`src/rtl/tuner_pkg.sv`:
```
// Shared definitions for the reference-tone sequencer: FSM encoding,
// string indices and the sweep index advance.
package tuner_pkg;

    typedef enum logic [1:0] {
        ST_IDLE = 2'd0,
        ST_PLAY = 2'd1,
        ST_GAP  = 2'd2,
        ST_DONE = 2'd3
    } seq_state_t;

    localparam int         NUM_STRINGS = 6;
    localparam logic [2:0] LAST_STRING = 3'd5;

    localparam logic [2:0] STR_E2 = 3'd0;
    localparam logic [2:0] STR_A2 = 3'd1;
    localparam logic [2:0] STR_D3 = 3'd2;
    localparam logic [2:0] STR_G3 = 3'd3;
    localparam logic [2:0] STR_B3 = 3'd4;
    localparam logic [2:0] STR_E4 = 3'd5;

    // Sweep order wraps from the high E back to the low E.
    function automatic logic [2:0] next_string(input logic [2:0] idx);
        return (idx == LAST_STRING) ? STR_E2 : idx + 3'd1;
    endfunction

endpackage

```
`src/rtl/tone_sequencer_if.sv`:
```
// Control/status bundle between the user-control logic (master) and the
// tone sequencer (slave).
interface tone_sequencer_if;
    logic       start;
    logic       stop;
    logic       mode;
    logic [2:0] string_sel;
    logic       repeat_en;
    logic [2:0] select;
    logic       tone_en;
    logic       tone_restart;
    logic       busy;
    logic       done;
    logic       start_err;

    modport master (
        output start, stop, mode, string_sel, repeat_en,
        input  select, tone_en, tone_restart, busy, done, start_err
    );

    modport slave (
        input  start, stop, mode, string_sel, repeat_en,
        output select, tone_en, tone_restart, busy, done, start_err
    );
endinterface

```
`src/rtl/note_timer.sv`:
```
// Loadable down-counter that holds at zero; zero flag marks the last cycle
// of a timed note or gap.
module note_timer #(
    parameter int CNT_W = 16
) (
    input  logic             clk,
    input  logic             reset,
    input  logic             load,
    input  logic [CNT_W-1:0] load_val,
    output logic             zero
);

    logic [CNT_W-1:0] cnt_reg;

    always_ff @(posedge clk) begin
        if (!reset) begin
            cnt_reg <= '0;
        end else if (load) begin
            cnt_reg <= load_val;
        end else if (cnt_reg != '0) begin
            cnt_reg <= cnt_reg - 1'b1;
        end
    end

    assign zero = (cnt_reg == '0);

endmodule

```
`src/rtl/tone_sequencer.sv`:
```
// Sequences the reference-tone generator: single held string or a timed
// six-string sweep with optional gaps and repeat.
module tone_sequencer
    import tuner_pkg::*;
#(
    parameter int NOTE_CYCLES = 24000,
    parameter int GAP_CYCLES  = 4800,
    parameter int CNT_W       = 16
) (
    input logic              clk,
    input logic              reset,
    tone_sequencer_if.slave  sif
);

    localparam logic [CNT_W-1:0] NOTE_LOAD = CNT_W'(NOTE_CYCLES - 1);
    localparam logic [CNT_W-1:0] GAP_LOAD  = CNT_W'((GAP_CYCLES > 0) ? GAP_CYCLES - 1 : 0);
    localparam bit               HAS_GAP   = (GAP_CYCLES > 0);

    seq_state_t       state_reg, state_next;
    logic [2:0]       index_reg, index_next;
    logic             mode_reg, mode_next;
    logic             restart_reg, restart_next;
    logic             start_err_reg, start_err_next;

    logic             timer_load;
    logic [CNT_W-1:0] timer_load_val;
    logic             timer_zero;

    note_timer #(.CNT_W(CNT_W)) u_timer (
        .clk      (clk),
        .reset    (reset),
        .load     (timer_load),
        .load_val (timer_load_val),
        .zero     (timer_zero)
    );

    always_ff @(posedge clk) begin
        if (!reset) begin
            state_reg     <= ST_IDLE;
            index_reg     <= STR_E2;
            mode_reg      <= 1'b0;
            restart_reg   <= 1'b0;
            start_err_reg <= 1'b0;
        end else begin
            state_reg     <= state_next;
            index_reg     <= index_next;
            mode_reg      <= mode_next;
            restart_reg   <= restart_next;
            start_err_reg <= start_err_next;
        end
    end

    always_comb begin
        state_next     = state_reg;
        index_next     = index_reg;
        mode_next      = mode_reg;
        restart_next   = 1'b0;
        start_err_next = 1'b0;
        timer_load     = 1'b0;
        timer_load_val = '0;

        unique case (state_reg)
            ST_IDLE: begin
                if (sif.start && !sif.stop) begin
                    if (sif.mode) begin
                        mode_next      = 1'b1;
                        index_next     = STR_E2;
                        state_next     = ST_PLAY;
                        restart_next   = 1'b1;
                        timer_load     = 1'b1;
                        timer_load_val = NOTE_LOAD;
                    end else if (sif.string_sel <= LAST_STRING) begin
                        mode_next      = 1'b0;
                        index_next     = sif.string_sel;
                        state_next     = ST_PLAY;
                        restart_next   = 1'b1;
                        timer_load     = 1'b1;
                        timer_load_val = NOTE_LOAD;
                    end else begin
                        start_err_next = 1'b1;
                    end
                end
            end
            ST_PLAY: begin
                if (sif.stop) begin
                    state_next = ST_IDLE;
                    timer_load = 1'b1;
                end else if (mode_reg && timer_zero) begin
                    if (index_reg != LAST_STRING || sif.repeat_en) begin
                        timer_load = 1'b1;
                        if (HAS_GAP) begin
                            state_next     = ST_GAP;
                            timer_load_val = GAP_LOAD;
                        end else begin
                            index_next     = next_string(index_reg);
                            restart_next   = 1'b1;
                            timer_load_val = NOTE_LOAD;
                        end
                    end else begin
                        state_next = ST_DONE;
                        timer_load = 1'b1;
                    end
                end
            end
            ST_GAP: begin
                if (sif.stop) begin
                    state_next = ST_IDLE;
                    timer_load = 1'b1;
                end else if (timer_zero) begin
                    // select keeps the old index through the gap; advance only now.
                    state_next     = ST_PLAY;
                    index_next     = next_string(index_reg);
                    restart_next   = 1'b1;
                    timer_load     = 1'b1;
                    timer_load_val = NOTE_LOAD;
                end
            end
            ST_DONE: begin
                state_next = ST_IDLE;
                timer_load = 1'b1;
            end
            default: begin
                state_next = ST_IDLE;
            end
        endcase
    end

    assign sif.select       = index_reg;
    assign sif.tone_en      = (state_reg == ST_PLAY);
    assign sif.tone_restart = restart_reg;
    assign sif.busy         = (state_reg != ST_IDLE);
    assign sif.done         = (state_reg == ST_DONE);
    assign sif.start_err    = start_err_reg;

endmodule

```
`src/flat_wrapper.sv`:
```
// flat-port wrapper written by rule: the top's interface ports become plain ports
module tone_sequencer_flat import tuner_pkg::*;
#(
    parameter int NOTE_CYCLES = 24000,
    parameter int GAP_CYCLES  = 4800,
    parameter int CNT_W       = 16
)
  (clk, reset, sif_start, sif_stop, sif_mode, sif_string_sel, sif_repeat_en, sif_select, sif_tone_en, sif_tone_restart, sif_busy, sif_done, sif_start_err);
  tone_sequencer_if sif_i ();
  input logic clk;
  input logic reset;
  input wire logic [$bits(sif_i.start)-1:0] sif_start;
  input wire logic [$bits(sif_i.stop)-1:0] sif_stop;
  input wire logic [$bits(sif_i.mode)-1:0] sif_mode;
  input wire logic [$bits(sif_i.string_sel)-1:0] sif_string_sel;
  input wire logic [$bits(sif_i.repeat_en)-1:0] sif_repeat_en;
  output wire logic [$bits(sif_i.select)-1:0] sif_select;
  output wire logic [$bits(sif_i.tone_en)-1:0] sif_tone_en;
  output wire logic [$bits(sif_i.tone_restart)-1:0] sif_tone_restart;
  output wire logic [$bits(sif_i.busy)-1:0] sif_busy;
  output wire logic [$bits(sif_i.done)-1:0] sif_done;
  output wire logic [$bits(sif_i.start_err)-1:0] sif_start_err;
  assign sif_i.start = sif_start;
  assign sif_i.stop = sif_stop;
  assign sif_i.mode = sif_mode;
  assign sif_i.string_sel = sif_string_sel;
  assign sif_i.repeat_en = sif_repeat_en;
  assign sif_select = sif_i.select;
  assign sif_tone_en = sif_i.tone_en;
  assign sif_tone_restart = sif_i.tone_restart;
  assign sif_busy = sif_i.busy;
  assign sif_done = sif_i.done;
  assign sif_start_err = sif_i.start_err;
  tone_sequencer #(.NOTE_CYCLES(NOTE_CYCLES), .GAP_CYCLES(GAP_CYCLES), .CNT_W(CNT_W)) u_core (.clk(clk), .reset(reset), .sif(sif_i));
endmodule
```
`config.mk`:
```
export PLATFORM = sky130hd
export DESIGN_NAME = tone_sequencer_flat
export DESIGN_NICKNAME = d
export VERILOG_FILES = /design/src/rtl/tuner_pkg.sv /design/src/rtl/tone_sequencer_if.sv /design/src/rtl/note_timer.sv /design/src/rtl/tone_sequencer.sv /design/src/flat_wrapper.sv
export SDC_FILE = /design/constraint.sdc
export NUM_CORES = 1
export LEC_CHECK = 0
export CORE_MARGIN = 2
export CORE_UTILIZATION = 23
export DETAILED_ROUTE_END_ITERATION = 10
export PLACE_DENSITY = 0.51
export SLEW_MARGIN = 25
export SYNTH_ARGS = -nofsm -noshare
export SYNTH_HDL_FRONTEND = slang
export SYNTH_SLANG_ARGS = --single-unit
```
`constraint.sdc`:
```
create_clock -name clk -period 2.6 [get_ports clk]
set_input_delay 0.52 -clock clk [delete_from_list [all_inputs] [get_ports clk]]
set_output_delay 0.52 -clock clk [all_outputs]
set_load 0.01 [all_outputs]
```
Word-level counts from Yosys, hierarchy flattened:

Index checks and enable logic that the tools add are counted.

* word-level logic and storage cells: 78
* register bits after elaboration: 24
* output and inout bits: 8
* input bits: 9

* bitwise logic cells: 3
* mux-type cells: 40
* add/sub/neg operators: 2
* reductions and logical operators: 15
* eq/ne operators: 11
* order comparisons: 1

Operator list (count)
* two-way mux 16 bit: 7
* one-hot mux 16 bit (3 select lines): 1
* two-way mux 15 bit: 2
* two-way mux 3 bit: 6
* zero test 16 bit: 1
* nonzero test 16 bit: 1
* subtractor 16 x 1 -> 16 bit (second input constant): 1
* two-way mux 2 bit: 7
* two-way mux 13 bit: 1
* two-way mux 1 bit: 12
* != test 3 x 2 -> 1 bit (second input constant): 3
* one-hot mux 2 bit (4 select lines): 1
* nonzero test 2 bit: 4
* one-hot mux 3 bit (2 select lines): 1
* AND reduction 5 bit: 1
* == test 2 bit (second input constant): 2
* != test 2 x 1 -> 1 bit (second input constant): 2
* one-hot mux 1 bit (4 select lines): 1
* AND reduction 4 bit: 1
* OR reduction 4 bit: 1
* adder 3 x 1 -> 3 bit (second input constant): 1
* == test 3 bit (second input constant): 1
* less-or-equal comparator 3 bit (second input constant): 1
* != test 3 bit (second input constant): 1
* other kinds (9): 12

Longest topological paths before layout:

* word-level depth: 7
* gate-level depth with buffers: 9
* mapped depth without buffers: 7

Hierarchy:

A second synthesis with hierarchy kept.

* cell total of the unflattened synthesis: 192
* area total of the unflattened synthesis: 1566.5 um2

Modules (own cells, without submodules)
* note_timer: area an instance 939.7 um2, cells each 116, times used 1
* tone_sequencer: area an instance 626.9 um2, cells each 76, times used 1

Worst setup path before layout:

No wires, ideal clock.

* kind: register to register
* from: reg u_core.u_timer.cnt_reg[0]
* to: reg u_core.index_reg[0] (netlist: u_core.sif.select[0])
* slack: 0.087 ns
* setup time: 0.117 ns
* stages on the path, launching flop included: 10
* data required time: 2.483 ns
* clock period less this slack: 2.513 ns
* data arrival time: 2.395 ns
* cells stage by stage: dfxtp_1 -> inv_1 -> ha_1 -> or3b_2 -> buf_2 -> or4_4 -> buf_6 -> o31ai_4 -> o311ai_1 -> a32o_1

* cells in the longest elaborated chain, start to end: 3

Ends and longest elaborated chain
* start: declaration: RTL line note_timer.sv:13 `logic [CNT_W-1:0] cnt_reg;`
* start signal: assignment: RTL line note_timer.sv:19 `cnt_reg <= load_val;`
* start signal: assignment: RTL line note_timer.sv:21 `cnt_reg <= cnt_reg - 1'b1;`
* zero test 16 bit: RTL line note_timer.sv:25 `assign zero = (cnt_reg == '0);`
* != test 2 x 1 -> 1 bit (no line)
* AND reduction 5 bit (no line)
* end signal: assignment: RTL line tone_sequencer.sv:46 `index_reg <= index_next;`
* end: declaration: RTL line tone_sequencer.sv:20 `logic [2:0] index_reg, index_next;`

No other way between the ends.
A chain may end at the register's enable or synchronous reset.

Worst setup path after layout:

Ends and elaborated chain as after synthesis.

==> summary.md <==
| Metric | Value |
|---|---|
| Nets@finish | around 220 |
| DRT iter0 DRCs | between 80 and 90 |
| CTS buffer count | 3 |
| Hold Vio Cnt, Final | 0 |
| Root Driver | clkbuf_8 |
| DRC | 0 |
| FP Rows | 29 |
| Slew @ Worst Pin | 459 ps |
| Worst setup EP type | flop |
| Netlist Area Pre-Place | around 1500 sq um |
| Final Util | 0.297 |
| Status | finished, final reports clean |
| R2R depth | 7 |
| Worst Setup Path Type | flop to flop |
| GPL Wtd Cong | 0.784 |
| Vias in the first global route | 1,327 |
| Largest register FFs | 16 |
| Compound-gate portion of the synthesized area | 0.265 |
| Register area share after synthesis | 0.322 |
| Die area | about 7200 sq um |
| Leakage | ~0.00073 uW |
| WL/cell | 13.6 um |
| Die height | between 80 and 90 um |
| Syn_nets | between 150 and 200 |
| Die width | 84.6 um |
| Min Clock Period, post-route | roughly 2400 ps |
| Post-synthesis simple-gate area fraction | 0.258 |
| CTS H-Tree Depth | 1 |
| Setup TNS | 0 ps |
| Worst-path fanout max | 5 |
| Latest clock arrival within the worst-skew pair | 270 ps |
| ANT cells | 0 |
| Critical path arrival | between 2000 and 3000 ps |
| Initial Util | 0.237 |
| Core area | 6310 sq um |
| Reg2Reg Capture Point | u_core.sif.select[0] |
| Async set-reset flop share out of synthesis | 0 |
| Synth cell types | 47 |
| Placed wire-length estimate | 2770 um |
| Vias per inst | between 5 and 6 |
| Antenna violations before repair | 0 |
| Max Clock Skew | between 6 and 7 ps |
| CTS Buffer Depth | 2 |
| Max-Cap Viols | 0 |
| #FFs+latches synth | 24 |
| Reg-to-Reg Start | u_core.u_timer.cnt_reg[0] |
| Hold endpoint | u_core.u_timer.cnt_reg[0] |
| Syn Inst Count | around 180 |
| Area leader, netlist | dfxtp_1 |
| Syn-to-layout area delta | 25.4% |
| Worst-path clk slew | ~100 ps |
| Post-route ant nets | 0 |
| XOR/XNOR Fraction of Synth Area | 0.0586 |
| Worst Hold Depth | 2 |
| Port-buffer cells | 16 |
| Max VDD drop | 0.449 mV |
| Worst hold-check path type | flop to flop |
| Wire length of the first global-routing pass | around 6300 um |
| Fillers | 683 |
| Unrepaired setup endpoints after global routing | false |
| Final wirelength | between 3000 and 4000 um |
| Synthesis Warnings | 0 |
| Io pins | 17 |
| Maximum number of pins on one net before global-route repair | 15 |
| Worst path required time | 2780 ps |
| Layout cell share with drive strength beyond 1 | 0.143 |
| Hold slack | 569 ps |
| Grt ovf | 0 |
| Mux cell area share after synthesis | 0 |
| Power Dens Cells | 1140 nW/um^2 |
| DRT Pass-1 Iters | 4 |
| Reg2Reg Setup Slack | 150 ps |
| Final period util | 0.941 |
| Top_reg_cell synth | dfxtp_1 |
| Hold-fix buffers, CTS | 0 |
| GRT Util Overall | 0.106 |
| EDFF count, synth | 0 |
| Final setup viols | 0 |
| Combinational family with the most area after synthesis | compound AO/OA/AOI/OAI gates |
| Vias after detailed routing | about 1,400 |
| Synth top area cells | dfxtp_1, a21oi_1, o21ai_0 |
| Clock Sink Count | 24 |
| Yosys top cell area share | 0.322 |
| Startpoint types | flop |
| F_max | 0.409 GHz |
| Slew HR | 0.691 |
| Syn_area_per_cell | around 8.3 sq um |
| Hold path startpoint | u_core.u_timer.cnt_reg[0] |
| Max-slew violations | 0 |
| Area share of fa/ha/maj cells after synthesis | 0.0419 |
| CTS tree | yes |
## cell usage after synthesis, types with 5 or more instances
cell       n
nand2_1    9
dfxtp_1   24
ha_1       5
o21ai_0   15
nor4_1     7
a21oi_1   15
clkbuf_1   7
nor2_1    10
nor3_1     5
xor2_1     7
inv_1      9
## worst max-delay path, cell delays in order (launching register included)
cell	delay [ps]
dfxtp_1	340
inv_1	80
ha_1	180
or3b_4	420
or4_4	610
o31ai_4	260
o311ai_1	160
a32o_1	290
## layout make-up
class                           count  area [sq um]  area share
Multi-Input combinational cell    138           941       0.502
Sequential cell                    24           480       0.257
Timing Repair Buffer               28           250       0.134
Tap cell                           77          96.3      0.0514
Clock buffer                        3          41.3      0.0220
Inverter                            9          33.8      0.0180
Clock inverter                      1          30.0      0.0160
## how the worst max path moves through the flow
| stage | start | end | slack (ps) | depth (start not counted) |
|---|---|---|---|---|
| after floorplan | u_core.u_timer.cnt_reg[0] | u_core.sif.select[0] | 90 | 9 |
| after global placement | u_core.u_timer.cnt_reg[0] | u_core.u_timer.cnt_reg[9] | 90 | 8 |
| after detailed placement | u_core.u_timer.cnt_reg[0] | u_core.u_timer.cnt_reg[9] | 70 | 8 |
| after CTS | u_core.u_timer.cnt_reg[0] | u_core.u_timer.cnt_reg[9] | 40 | 8 |
| after global routing | u_core.u_timer.cnt_reg[0] | u_core.u_timer.cnt_reg[9] | 70 | 8 |
| final | u_core.u_timer.cnt_reg[0] | u_core.sif.select[0] | 150 | 7 |
## metal layers
layer  up-vias  track usage  part of all wire
met1       667        0.148              0.51
met5         -            0                 0
met4         0       0.0130            0.0047
met3         4       0.0216             0.033
met2        30        0.175              0.46
li1        711            -                 -
## power by group
group | internal, uW | total, uW | switching, uW
Sequential | 491 | 615 | 125
Clock | 206 | 339 | 133
Combinational | 555 | 1190 | 635
Total | 1250 | 2140 | 893
## timing repair
item | in CTS | in global routing
gates resized for setup | 0 | 2
setup endpoints to repair | 0 | 6
buffers inserted | 0 | 0
## cells by family after synthesis
| kind of cell | Yosys count |
|---|---|
| flip-flops | 24 |
| buffers and inverters | 19 |
| adder cells (fa/ha/maj) | 5 |
| XOR/XNOR | 10 |
| AO/OA/AOI/OAI | 58 |
| AND/OR/NAND/NOR | 65 |
## metrics by stage
| stage | instances | power, uW | setup slack (ps) | instance area (sq um) |
|---|---|---|---|---|
| final | 280 | 2140 | 154 | 1870 |
| after global routing | 280 | 2320 | 66.1 | 1870 |
| after CTS | 280 | 2130 | 42.2 | 1860 |
| after detailed placement | 276 | 1790 | 70.2 | 1790 |
| after global placement | 276 | 1790 | 89.3 | 1790 |
| after floorplan | 181 | 1490 | 87.5 | 1490 |
## cells in the final DEF (no fill, tap or decap), drive strengths merged, types with 2 or more instances in the layout
cell and n:
or3 4, o21a 3, clkbuf 3, and3b 2
a31oi 4, and2 2, a211oi 3, or2 4
xnor2 3, nor4 8, clkdlybuf4s50 16, dfxtp 24
nor3 5, o22ai 2, and3 4, ha 5
a21oi 15, o21ai 15, nor2 10, a211o 2
buf 12, nand2b 3, nand3 4, o31ai 5
xor2 7, or4 5, nand2 9, inv 9
(Power assumes the default switching activity.)
